--- config.mk ---
export PLATFORM = sky130hd
export DESIGN_NAME = angle_to_radian_pipe
export DESIGN_NICKNAME = d
export VERILOG_FILES = /design/src/rtl/angle_to_radian_pipe.sv
export SDC_FILE = /design/constraint.sdc
export NUM_CORES = 1
export LEC_CHECK = 0
export ABC_AREA = 1
export CELL_PAD_IN_SITES_DETAIL_PLACEMENT = 0
export CELL_PAD_IN_SITES_GLOBAL_PLACEMENT = 1
export CORE_ASPECT_RATIO = 1.5
export CORE_MARGIN = 5
export CORE_UTILIZATION = 49
export CTS_CLUSTER_DIAMETER = 30
export CTS_CLUSTER_SIZE = 30
export DETAILED_ROUTE_END_ITERATION = 10
export GPL_TIMING_DRIVEN = 0
export PLACE_DENSITY = 0.9
export SLEW_MARGIN = 20
export SYNTH_ARGS = -nofsm -noshare
export SYNTH_HDL_FRONTEND = slang
export SYNTH_SLANG_ARGS = --single-unit
export TNS_END_PERCENT = 5
--- constraint.sdc ---
create_clock -name clk -period 9.71 [get_ports clk]
set_input_delay 1.4565 -clock clk [delete_from_list [all_inputs] [get_ports clk]]
set_output_delay 1.4565 -clock clk [all_outputs]
set_load 0.05 [all_outputs]
--- src/rtl/angle_to_radian_pipe.sv ---
// Degree-to-radian converter feeding the CORDIC sin/cos core.
// Three pipeline stages: modulo-360 reduction, optional quadrant fold,
// and fixed-point scaling by pi/180 with round-half-up on the magnitude.
// One global advance enable stalls every stage when the output is blocked.
module angle_to_radian_pipe #(
  parameter int ANGLE_W = 9,
  parameter int FRAC_W  = 16,
  parameter int OUT_W   = 32,
  parameter int FOLD    = 0
) (
  input  logic                     clk,
  input  logic                     rst_n,
  input  logic                     in_valid,
  output logic                     in_ready,
  input  logic [ANGLE_W-1:0]       angle,
  output logic                     out_valid,
  input  logic                     out_ready,
  output logic signed [OUT_W-1:0]  radian,
  output logic                     cos_neg
);

  // Product width: 9-bit magnitude times a scale constant of about FRAC_W+11 bits
  localparam int  PW   = ANGLE_W + FRAC_W + 12;
  // Largest multiple of 360 that can appear in an ANGLE_W-bit input
  localparam int  NMUL = ((1 << ANGLE_W) - 1) / 360;
  localparam real PI   = 3.14159265358979323846;

  // Scale constant round(pi/180 * 2^(FRAC_W+16)), evaluated at elaboration.
  // Floor is taken explicitly so the result does not depend on how the
  // real-to-integer cast rounds.
  function automatic longint calc_k();
    real    kr;
    longint kf;
    kr = PI / 180.0 * (2.0 ** (FRAC_W + 16));
    kf = longint'(kr);
    if (real'(kf) > kr) kf = kf - 1;
    if ((kr - real'(kf)) >= 0.5) kf = kf + 1;
    return kf;
  endfunction

  localparam logic [PW-1:0] K = PW'(calc_k());

  // Round-half-up of the 16 extra guard bits, returning the magnitude
  function automatic logic [OUT_W-1:0] round_shift(input logic [PW-1:0] p);
    logic [PW-1:0] s;
    s = p + PW'(32768);
    return OUT_W'(s >> 16);
  endfunction

  // Sign is applied after rounding so negatives mirror positives exactly
  function automatic logic signed [OUT_W-1:0] apply_sign(input logic [OUT_W-1:0] mag,
                                                         input logic            neg);
    return neg ? -$signed(mag) : $signed(mag);
  endfunction

  logic                     w_en;
  logic [ANGLE_W-1:0]       w_sel;
  logic [8:0]               w_mod;
  logic [8:0]               r_mod_p0;
  logic                     r_vld_p0;
  logic [8:0]               w_mag;
  logic                     w_neg;
  logic                     w_cneg;
  logic [8:0]               r_mag_p1;
  logic                     r_neg_p1;
  logic                     r_cneg_p1;
  logic                     r_vld_p1;
  logic [PW-1:0]            w_prod;
  logic signed [OUT_W-1:0]  w_rad;
  logic signed [OUT_W-1:0]  r_rad_p2;
  logic                     r_cneg_p2;
  logic                     r_vld_p2;

  assign w_en      = !r_vld_p2 || out_ready;
  assign in_ready  = w_en;
  assign out_valid = r_vld_p2;
  assign radian    = r_rad_p2;
  assign cos_neg   = r_cneg_p2;

  // ---- stage 1: modulo 360 by picking the largest multiple not above the input
  always_comb begin
    w_sel = '0;
    for (int j = 1; j <= NMUL; j++) begin
      if (32'(angle) >= 32'(360 * j)) w_sel = ANGLE_W'(360 * j);
    end
    w_mod = 9'(angle - w_sel);
  end

  // ---- stage 2: fold into [-90, +90] degrees and flag cos negation
  always_comb begin
    w_mag  = r_mod_p0;
    w_neg  = 1'b0;
    w_cneg = 1'b0;
    if (FOLD != 0) begin
      if (r_mod_p0 <= 9'd90) begin
        w_mag = r_mod_p0;
      end else if (r_mod_p0 <= 9'd269) begin
        w_cneg = 1'b1;
        if (r_mod_p0 > 9'd180) begin
          w_mag = r_mod_p0 - 9'd180;
          w_neg = 1'b1;
        end else begin
          w_mag = 9'd180 - r_mod_p0;
        end
      end else begin
        w_mag = 9'd360 - r_mod_p0;
        w_neg = 1'b1;
      end
    end
  end

  // ---- stage 3: scale to fixed-point radians
  always_comb begin
    w_prod = PW'(r_mag_p1) * K;
    w_rad  = apply_sign(round_shift(w_prod), r_neg_p1);
  end

  // Valid pipeline and visible outputs; cleared asynchronously on reset
  always_ff @(posedge clk or negedge rst_n) begin
    if (!rst_n) begin
      r_vld_p0  <= 1'b0;
      r_vld_p1  <= 1'b0;
      r_vld_p2  <= 1'b0;
      r_rad_p2  <= '0;
      r_cneg_p2 <= 1'b0;
    end else if (w_en) begin
      r_vld_p0  <= in_valid;
      r_vld_p1  <= r_vld_p0;
      r_vld_p2  <= r_vld_p1;
      r_rad_p2  <= w_rad;
      r_cneg_p2 <= r_cneg_p1;
    end
  end

  // Internal datapath registers advance with the enable; no reset needed
  always_ff @(posedge clk) begin
    if (w_en) begin
      r_mod_p0  <= w_mod;
      r_mag_p1  <= w_mag;
      r_neg_p1  <= w_neg;
      r_cneg_p1 <= w_cneg;
    end
  end

endmodule

==> results of run 1 <==
layout by cell type, fill, tap and decap left out, drive strengths merged, types with 3 or more instances in the layout:
| cell | instances |
|---|---|
| buf | 16 |
| xor2 | 3 |
| conb | 13 |
| nand4 | 5 |
| nand3b | 5 |
| dfrtp | 23 |
| o21bai | 3 |
| inv | 159 |
| a21o | 4 |
| nor3 | 7 |
| o21ai | 23 |
| nand3 | 38 |
| xnor2 | 5 |
| nor2 | 52 |
| ha | 116 |
| fa | 57 |
| edfxtp | 18 |
| or2 | 5 |
| a21oi | 35 |
| clkbuf | 9 |
| nand2 | 173 |
| clkdlybuf4s50 | 33 |
cell families (layout without fill, tap and decap cells):
group / after synthesis / count (layout)
simple gates: 286 / 286
flops: 41 / 41
xor+xnor: 8 / 8
fa+ha+maj: 173 / 173
other cells: 1 / 13
buf+inv: 175 / 217
compound gates: 69 / 69
registers in the layout, summed over array words and instances, names as in the netlist:
name       count
r_mag_p1       9
r_vld_p1       1
r_mod_p0       9
r_vld_p0       1
radian        20
out_valid      1
stage by stage:
step	instance area (µm²)	setup WS [ps]	hold WS [ps]	utilization (%)
4_1_cts	6830	4540	421	55.4
5_1_grt	6820	4390	427	55.4
6_report	6820	4560	419	55.4
2_1_floorplan	6140	5380	400	-
3_3_place_gp	6680	4580	400	54.2
3_5_place_dp	6680	4550	405	54.2
synthesized netlist by cell type, drive strengths merged:
library cell  number  area, µm²
nand2            173        662
inv              158        593
ha               116       1450
fa                57       1140
nor2              52        218
nand3             38        190
a21oi             35        183
dfrtp             23        576
o21ai             23        119
edfxtp            18        541
buf               15        108
nor3               7       45.0
nand3b             5       37.5
nand4              5       31.3
or2                5       31.3
xnor2              5       43.8
a21o               4       30.0
o21bai             3       22.5
xor2               3       26.3
clkbuf             2       7.51
a211oi             1       7.51
a21boi             1       11.3
a31oi              1       6.26
conb               1       3.75
nor4               1       6.26
o21a               1       7.51
worst paths after layout:
kind / end / slack [ps] / cells past startpoint
setup reg to reg: radian[13] / 4700 / 19
setup / recovery: in_ready / 4560 / 5
hold reg to reg: r_mag_p1[6] / 420 / 0
hold / removal: r_mag_p1[6] / 420 / 0
min in group asynchronous: radian[4] / 1140 / 1
max in group asynchronous: radian[10] / 8220 / 1
layout make-up:
cell class | count | area [µm²] | share of cell area, %
clock inverters | 1 | 6.26 | 0.0917
plain buffers | 17 | 115 | 1.69
well taps | 156 | 195 | 2.86
inverters | 158 | 593 | 8.69
flip-flops and latches | 41 | 1120 | 16.4
clock buffers | 7 | 143 | 2.09
multi-input cells | 549 | 4320 | 63.3
repair buffers | 34 | 335 | 4.91
layer usage:
layer / share of wire (%) / GRT usage, %
met4: 3.6 / 8.32
met3: 3.2 / 2.01
met2: 53 / 37.2
met5: 0 / 0
met1: 40 / 24.7
==> metrics, run 1 <==
outcome finished, final reports clean; Syn Area/Cell between 8 and 9 µm²; worst-case clock skew ~5.4 ps; DRT antenna net count 0; final antenna diode count 0; Most common cell on crit path sky130_fd_sc_hd__clkdlybuf4s50_1; clock latency on the worst-skew pair 290 ps; vias post-DR 4851; post-synthesis cell count 753; maximum clock frequency 194 MHz; Cell variety after synth 36; maximum buffer depth of the clock tree 2; data arrival time of the critical path 3700 ps; vias in the first global route 5081; number of violations reported at the end of detailed-routing iteration 0 184; Setup violations, final 0; max-slew violations 0; largest net degree at the start of global routing 29; share of the clock period used by the worst path after layout 53.1%; sequential element share of the synthesized area 18.3%; post-synthesis sequential element count 41; time the worst path needs with I/O delays and setup 5150 ps; Clk Tree Root Cell sky130_fd_sc_hd__clkbuf_16; die outline area 14800 µm²; hold violation count in the final report 0; adder-cell share of the synthesized area 42.5%; cells along the critical path clkdlybuf4s50_1, nor2_1, inv_1, buf_2, clkdlybuf4s50_1; global-route usage over all layers 20.7%; count of placed standard cells in the final layout, fillers left out around 960; unrepaired setup endpoints after global routing no; half-perimeter wire length after placement 12900 µm; Site Rows 50; number of placed cells counting well taps 955; largest family of logic cells by synthesized area adder cells; Area growth syn-to-layout 11.9%; final estimated routing congestion in global placement 0.962; via-per-instance ratio 5.04; largest fanout of any net on the critical path 28; I/O pin cnt 48; post-synthesis compound-gate area fraction approximately 6.3%; fraction of final layout cells with drive strength greater than 1 5.95%; xor-xnor portion of the synthesized cell area 1.15%; Worst Path Class, Setup input port to primary output; hold-fix buffers at CTS 0; maximum capacitance violations 0; initial core utilization roughly half; core area 12300 µm²; fraction of synthesized area in multiplexers 0%; area fraction in and, or, nand and nor cells after synthesis 20.0%; buffer and inverter count on the worst path 4; clock tree from TritonCTS built; remaining design rule violation count 0; wire length per cell after detailed routing 15.1 µm; number of antenna violations at the first check in global routing 0; required time of the worst setup path slightly above 8000 ps; number of buffer cells added on primary ports 34; kind of start point of the critical path input port; final net count a little under 1000; hold path start r_mod_p0[6]; Post-Synthesis Cell Area 6100 µm²; Tightest Pin Transition 662 ps; Syn. warnings 0; critical path launch point out_ready; clock tree sinks 41; wire length of the first global-routing pass 24300 µm; die span in x around 100 µm; height of the die 147 µm; Critical Path Slowest Stage Cell sky130_fd_sc_hd__clkdlybuf4s50_1; Setup TNS 0 ps; R2R Path Start r_mag_p1[7]; Worst path top cell family by delay buffers and inverters; DR pass1 iterations 4; worst slew margin relative to its limit 55.9%; kind of end point of the critical path primary output; total detailed-routing wirelength 14500 µm; Remaining Overflow, GRT 0; total setup buffers inserted after CTS 0; slowest cell delay on critical path between 900 and 1000 ps; number of fill cells 1184; post-CTS clock slew at the launch and capture registers of the worst setup and hold paths approximately 60 ps; H-Tree Depth 2; number of buffers created by CTS 5; Hold/Removal Path Class register to register; Resized Gates After CTS 0
Power of run 1 is not shown: default switching activity piles up to over one toggle a cycle in this logic, so the estimate is an artifact.
==> inputs of run 2 (changes only) <==
--- a/config.mk
+++ b/config.mk
@@ -10,12 +10,12 @@
 export CELL_PAD_IN_SITES_GLOBAL_PLACEMENT = 1
 export CORE_ASPECT_RATIO = 1.5
 export CORE_MARGIN = 5
-export CORE_UTILIZATION = 49
+export CORE_UTILIZATION = 46
 export CTS_CLUSTER_DIAMETER = 30
 export CTS_CLUSTER_SIZE = 30
 export DETAILED_ROUTE_END_ITERATION = 10
 export GPL_TIMING_DRIVEN = 0
-export PLACE_DENSITY = 0.9
+export PLACE_DENSITY = 0.85
 export SLEW_MARGIN = 20
 export SYNTH_ARGS = -nofsm -noshare
 export SYNTH_HDL_FRONTEND = slang
==> constraint.sdc (replaced) <==
create_clock -name clk -period 4.85 [get_ports clk]
set_input_delay 0.7275 -clock clk [delete_from_list [all_inputs] [get_ports clk]]
set_output_delay 0.7275 -clock clk [all_outputs]
set_load 0.05 [all_outputs]
==> run 2 against run 1 <==
Compared with the run above:
- die area is 6.0% higher
- first-iteration DRC count is 32% lower
- critical path depth is 13 higher
- non-clock buffer count is 10 higher
- via count is 1.1% higher
- count of clock-buffer cells in the layout is 1 lower
- register-to-register slack worse by 4500 ps
- hold slack worse by 15 ps
- flip-flop and latch count stayed put
- highest routed layer unchanged
==> metrics, run 2 (same netlist as run 1, synthesis figures left out) <==
final antenna diode count 0 (unchanged); global-route usage over all layers 19.6% (-1.1 points); H-Tree Depth 2 (unchanged); core area 13000 µm² (+5.6%); Site Rows 51 (+2.0%); commonest cells after routing, fill and taps aside sky130_fd_sc_hd__nand2_1 (168), sky130_fd_sc_hd__inv_1 (155), sky130_fd_sc_hd__ha_1 (114), sky130_fd_sc_hd__fa_1 (56), sky130_fd_sc_hd__nor2_1 (45); post-CTS clock slew at the launch and capture registers of the worst setup and hold paths 60 ps (about the same); half-perimeter wire length after placement 13000 µm (+0.83%); share of the clock period used by the worst path after layout between 90 and 100%; data arrival time of the critical path 4850 ps (+1150 ps); die span in x 104 µm (+2.9%); DR pass1 iterations 4 (unchanged); maximum clock frequency ~210 MHz; number of violations reported at the end of detailed-routing iteration 0 126 (-32%); vias in the first global route 5023 (-1.1%); Hold/Removal Path Class input port to asynchronous set/reset pin; most common library cell in the layout ignoring fill and taps sky130_fd_sc_hd__nand2_1; final net count 1002 (+1.0%); number of buffer cells added on primary ports 34 (unchanged); wire length per cell after detailed routing 15.4 µm (+2.0%); Clk Tree Root Cell sky130_fd_sc_hd__clkbuf_16; number of antenna violations at the first check in global routing 0 (unchanged); Area growth syn-to-layout 14.1%; Tightest Pin Transition 660 ps (-1.42 ps); required time of the worst setup path 5030 ps (-3220 ps); outcome finished, final reports clean; die outline area 15700 µm² (+6.0%); worst-case clock skew 2.10 ps (-3.28 ps); flip-flop count of the largest register, all copies and words added 20 (unchanged); number of placed cells counting well taps 958 (+0.31%); number of buffers created by CTS 5 (unchanged); worst slew margin relative to its limit 56.0% (+0.095 points); fraction of final layout cells with drive strength greater than 1 7.83% (+1.9 points); Setup violations, final 0 (unchanged); largest net degree at the start of global routing 29 (unchanged); kind of end point of the critical path register; largest fanout of any net on the critical path 7 (-75%); vias post-DR 4902 (+1.1%); via-per-instance ratio 5.02 (-0.29%); clock tree sinks 41 (unchanged); number of fill cells 1290 (+9.0%); maximum buffer depth of the clock tree 2 (unchanged); hold violation count in the final report 0 (unchanged); wire length of the first global-routing pass 24500 µm (+0.77%); height of the die 151 µm (+3.0%); maximum capacitance violations 0 (unchanged); max-slew violations 0 (unchanged); kind of start point of the critical path register; Worst Path Class, Setup register to register; total detailed-routing wirelength 15000 µm (+3.4%); I/O pin cnt 48 (unchanged); DRT antenna net count 0 (unchanged); clock latency on the worst-skew pair 290 ps (about the same); initial core utilization 46.8% (-2.6 points); clock tree from TritonCTS built; Remaining Overflow, GRT 0 (unchanged); final estimated routing congestion in global placement 0.966 (+0.50%); count of placed standard cells in the final layout, fillers left out 976 (+1.3%); time the worst path needs with I/O delays and setup 4670 ps; remaining design rule violation count 0 (unchanged)
## run 2: cell types whose count changed in the layout (fill, tap and decap cells not counted), moves of 2 or more
| cell | previous run | this run |
|---|---|---|
| sky130_fd_sc_hd__a21oi_1 | 33 | 30 |
| sky130_fd_sc_hd__a21oi_2 | 2 | 4 |
| sky130_fd_sc_hd__buf_4 | 13 | 23 |
| sky130_fd_sc_hd__ha_1 | 116 | 114 |
## run 2: worst paths after layout
check                             from          end  slack [ps]  cells after the start
setup / recovery           r_mag_p1[3]    radian[7]         180                     18
hold / removal                   rst_n    out_valid         400                      1
setup reg to reg           r_mag_p1[3]    radian[7]         180                     18
hold reg to reg            r_mod_p0[4]  r_mag_p1[4]         420                      0
max in group asynchronous        rst_n   radian[18]        4110                      1
min in group clk           r_mod_p0[4]  r_mag_p1[4]         420                      0
## run 2: critical path, stage by stage, from the launching register on
cell                       delay [ps]
sky130_fd_sc_hd__edfxtp_1         590
sky130_fd_sc_hd__fa_1             670
sky130_fd_sc_hd__ha_1             230
sky130_fd_sc_hd__or2_2            300
sky130_fd_sc_hd__fa_1             500
sky130_fd_sc_hd__inv_1             60
sky130_fd_sc_hd__fa_1             520
sky130_fd_sc_hd__inv_1             40
sky130_fd_sc_hd__ha_1             300
sky130_fd_sc_hd__ha_2             430
sky130_fd_sc_hd__nand2_1          120
sky130_fd_sc_hd__nor2_2           170
sky130_fd_sc_hd__nand2_1          100
sky130_fd_sc_hd__inv_1             80
sky130_fd_sc_hd__nand4_1          140
sky130_fd_sc_hd__nand3_1          130
sky130_fd_sc_hd__nand2_1           50
sky130_fd_sc_hd__nand3_1           80
sky130_fd_sc_hd__nand2_1           50
## run 2: layer usage
metal	GRT usage (%)	routed length, µm	share of wire, %
met5	0	0	0
met4	6.93	349	2.3
met1	22.5	6080	40
met3	1.49	386	2.6
met2	38.0	8230	55
## run 2: per-stage QoR
step	area, µm²	utilization [%]	hold slack, ps	setup WS (ps)	setup TNS [ps]
global placement	6680	51.3	401	-136	-352
finish	6960	53.5	403	180	0
detailed placement	6680	51.3	406	-162	-662
global route	6960	53.5	436	-1.14	-1.14
CTS	6890	52.9	421	73.4	0
floorplan	6140	-	400	521	0
## run 2: cell type report
| class | instances | area (µm²) | share of cell area [%] |
|---|---|---|---|
| sequential | 41 | 1120 | 16.0 |
| tap | 159 | 199 | 2.86 |
| inverter | 158 | 593 | 8.52 |
| multi-input combinational | 549 | 4360 | 62.7 |
| clock inverter | 2 | 33.8 | 0.485 |
| buffer | 17 | 115 | 1.65 |
| timing repair buffer | 44 | 410 | 5.90 |
| clock buffer | 6 | 129 | 1.85 |
## run 2: what timing repair did
action | in CTS | in global routing
setup buffers | 5 | 5
gates resized for setup | 1 | 7
setup endpoints to repair | 11 | 14
hold buffers | 0 | 0
pin swaps | 0 | 0
cloned | 0 | 0
Power of run 2 is left out for the same reason.
==> inputs of run 3 (changes only) <==
==> constraint.sdc (replaced) <==
create_clock -name clk -period 4.5 [get_ports clk]
set_input_delay 0.675 -clock clk [delete_from_list [all_inputs] [get_ports clk]]
set_output_delay 0.675 -clock clk [all_outputs]
set_load 0.05 [all_outputs]
==> run 3 against run 2 <==
Compared with the run above:
- first-iteration DRC count rose by 12%
- via count grew 3.2%
- sequential share of layout area down 1.0 points
- final area is 6.9% higher
- utilization up 3.7 points
- critical path type unchanged
- highest routed layer unchanged
==> metrics, run 3 (same netlist as run 1, synthesis figures left out) <==
core area 13000 µm² (unchanged); maximum buffer depth of the clock tree 2 (unchanged); time the worst path needs with I/O delays and setup 4400 ps (-273 ps); Hold/Removal Path Class input port to asynchronous set/reset pin; hold-fix buffers at CTS 0 (unchanged); clock latency on the worst-skew pair 290 ps (about the same); maximum clock frequency 227 MHz (+6.2%); final antenna diode count 0 (unchanged); vias in the first global route 5064 (+0.82%); number of fill cells 1230 (-4.7%); die span in x 104 µm (unchanged); fraction of final layout cells with drive strength greater than 1 15.7% (+7.9 points); area occupied by multi-input gates 4650 µm² (+6.7%); kind of start point of the critical path register; total detailed-routing wirelength 15700 µm (+4.3%); Tightest Pin Transition 660 ps (+0.0312 ps); global-route usage over all layers 19.9% (+0.27 points); kind of end point of the critical path register; height of the die 151 µm (unchanged); wire length of the first global-routing pass 24800 µm (+1.5%); Remaining Overflow, GRT 0 (unchanged); flip-flop count of the largest register, all copies and words added 20 (unchanged); number of violations reported at the end of detailed-routing iteration 0 141 (+12%); remaining design rule violation count 0 (unchanged); sequential standard cell area 1120 µm² (unchanged); number of antenna violations at the first check in global routing 0 (unchanged); hold violation count in the final report 0 (unchanged); DRT antenna net count 0 (unchanged); outcome finished, final reports clean; worst slew margin relative to its limit 56.0% (about the same); worst-case setup margin in the final layout 104 ps (-76.7 ps); share of the clock period used by the worst path after layout 97.7% (+1.4 points); clock tree from TritonCTS built; Worst Path Class, Setup register to register; via-per-instance ratio 5.06 (+0.69%); largest net degree at the start of global routing 29 (unchanged); vias post-DR 5057 (+3.2%); clock tree sinks 41 (unchanged); Setup violations, final 0 (unchanged); H-Tree Depth 2 (unchanged); wire length per cell after detailed routing 15.7 µm (+1.8%); number of cells on the worst reg-to-reg path 19 (+1); final net count 1026 (+2.4%); Clk Tree Root Cell sky130_fd_sc_hd__clkbuf_16; number of buffer cells added on primary ports 34 (unchanged); post-CTS clock slew at the launch and capture registers of the worst setup and hold paths 60 ps (about the same); die outline area 15700 µm² (unchanged); half-perimeter wire length after placement 13000 µm (unchanged); Critical Path Slowest Stage Cell sky130_fd_sc_hd__fa_2; Most common cell on crit path sky130_fd_sc_hd__nand2_1; worst-case clock skew 1.73 ps (-0.363 ps); RR Endpoint radian[16]; required time of the worst setup path 4680 ps (-350 ps); commonest cells after routing, fill and taps aside sky130_fd_sc_hd__nand2_1 (167), sky130_fd_sc_hd__inv_1 (153), sky130_fd_sc_hd__ha_1 (96), sky130_fd_sc_hd__fa_1 (54), sky130_fd_sc_hd__buf_4 (44); design area 7440 µm² (+6.9%); data arrival time of the critical path 4580 ps (-270 ps); I/O pin cnt 48 (unchanged); R2R Path Start r_mag_p1[2]; number of buffers created by CTS 5 (unchanged); unrepaired setup endpoints after global routing yes; initial core utilization 46.8% (unchanged); most common library cell in the layout ignoring fill and taps sky130_fd_sc_hd__nand2_1; Area growth syn-to-layout 22.0%; setup slack at placement -512 ps (-350 ps); final estimated routing congestion in global placement 0.966 (unchanged); flop2flop setup slack 100 ps (-80 ps); cells along the critical path buf_4, fa_2, buf_4, fa_1, fa_1, inv_1, fa_1, inv_1, ha_4, ha_4, nand2_2, nor2_2, inv_1, nor3_2, nand2_1, nand2_1, nand2_1, nand3_1, nand2_1; placed cell areas 6680 µm² (unchanged); Setup TNS 0 ps (unchanged); largest fanout of any net on the critical path 6 (-1); Site Rows 51 (unchanged); DR pass1 iterations 4 (unchanged); maximum capacitance violations 0 (unchanged); critical path launch point r_mag_p1[2]; slowest cell delay on critical path 530 ps (-140 ps); max-slew violations 0 (unchanged)
## run 3: cell count changes in the layout (fill, tap and decap cells not counted), sizes merged
| cell | previous run | this run |
|---|---|---|
| buf | 26 | 50 |
## run 3: final cells by class
cell class                 instances  area share (%)
inverter                         158            7.97
clock buffer                       6            1.73
multi-input combinational        549            62.5
buffer                            17            1.55
sequential                        41            15.0
clock inverter                     2           0.454
tap                              159            2.67
timing repair buffer              68            8.09
## run 3: worst max-delay path by stage
stage / to / slack [ps] / cells after the start
floorplan: radian[13] / 170 / 19
global placement: radian[13] / -490 / 19
CTS: radian[16] / 3 / 20
detailed placement: radian[13] / -510 / 19
finish: radian[16] / 100 / 19
global route: radian[13] / -50 / 20
## run 3: routing by layer
layer | vias to the layer above | track usage, % | part of all wire [%]
met5 | - | 0 | 0
met4 | 0 | 6.61 | 2.8
met3 | 35 | 1.19 | 3.1
met2 | 100 | 38.3 | 54
met1 | 2389 | 23.4 | 40
li1 | 2533 | - | -
## run 3: metrics by stage
step / utilization (%) / hold slack (ps) / cells
floorplan: - / 379 / 765
detailed placement: 51.3 / 406 / 958
finish: 57.2 / 349 / 1000
CTS: 54.2 / 421 / 984
global placement: 51.3 / 401 / 958
global route: 57.2 / 394 / 1000
## run 3: what timing repair did
action	4_1_cts	5_1_grt
setup buffers	18	16
resized for setup	17	52
pin swaps	0	11
endpoints found under the setup margin	20	20
## run 3: critical path, delay by kind of cell (launching register included)
kind / cells / cell delay [ps]
buffers and inverters: 5 / 570
DFF: 1 / 360
adders and majority gates: 6 / 2580
and+or+nand+nor: 8 / 770
Power of run 3 is left out for the same reason.
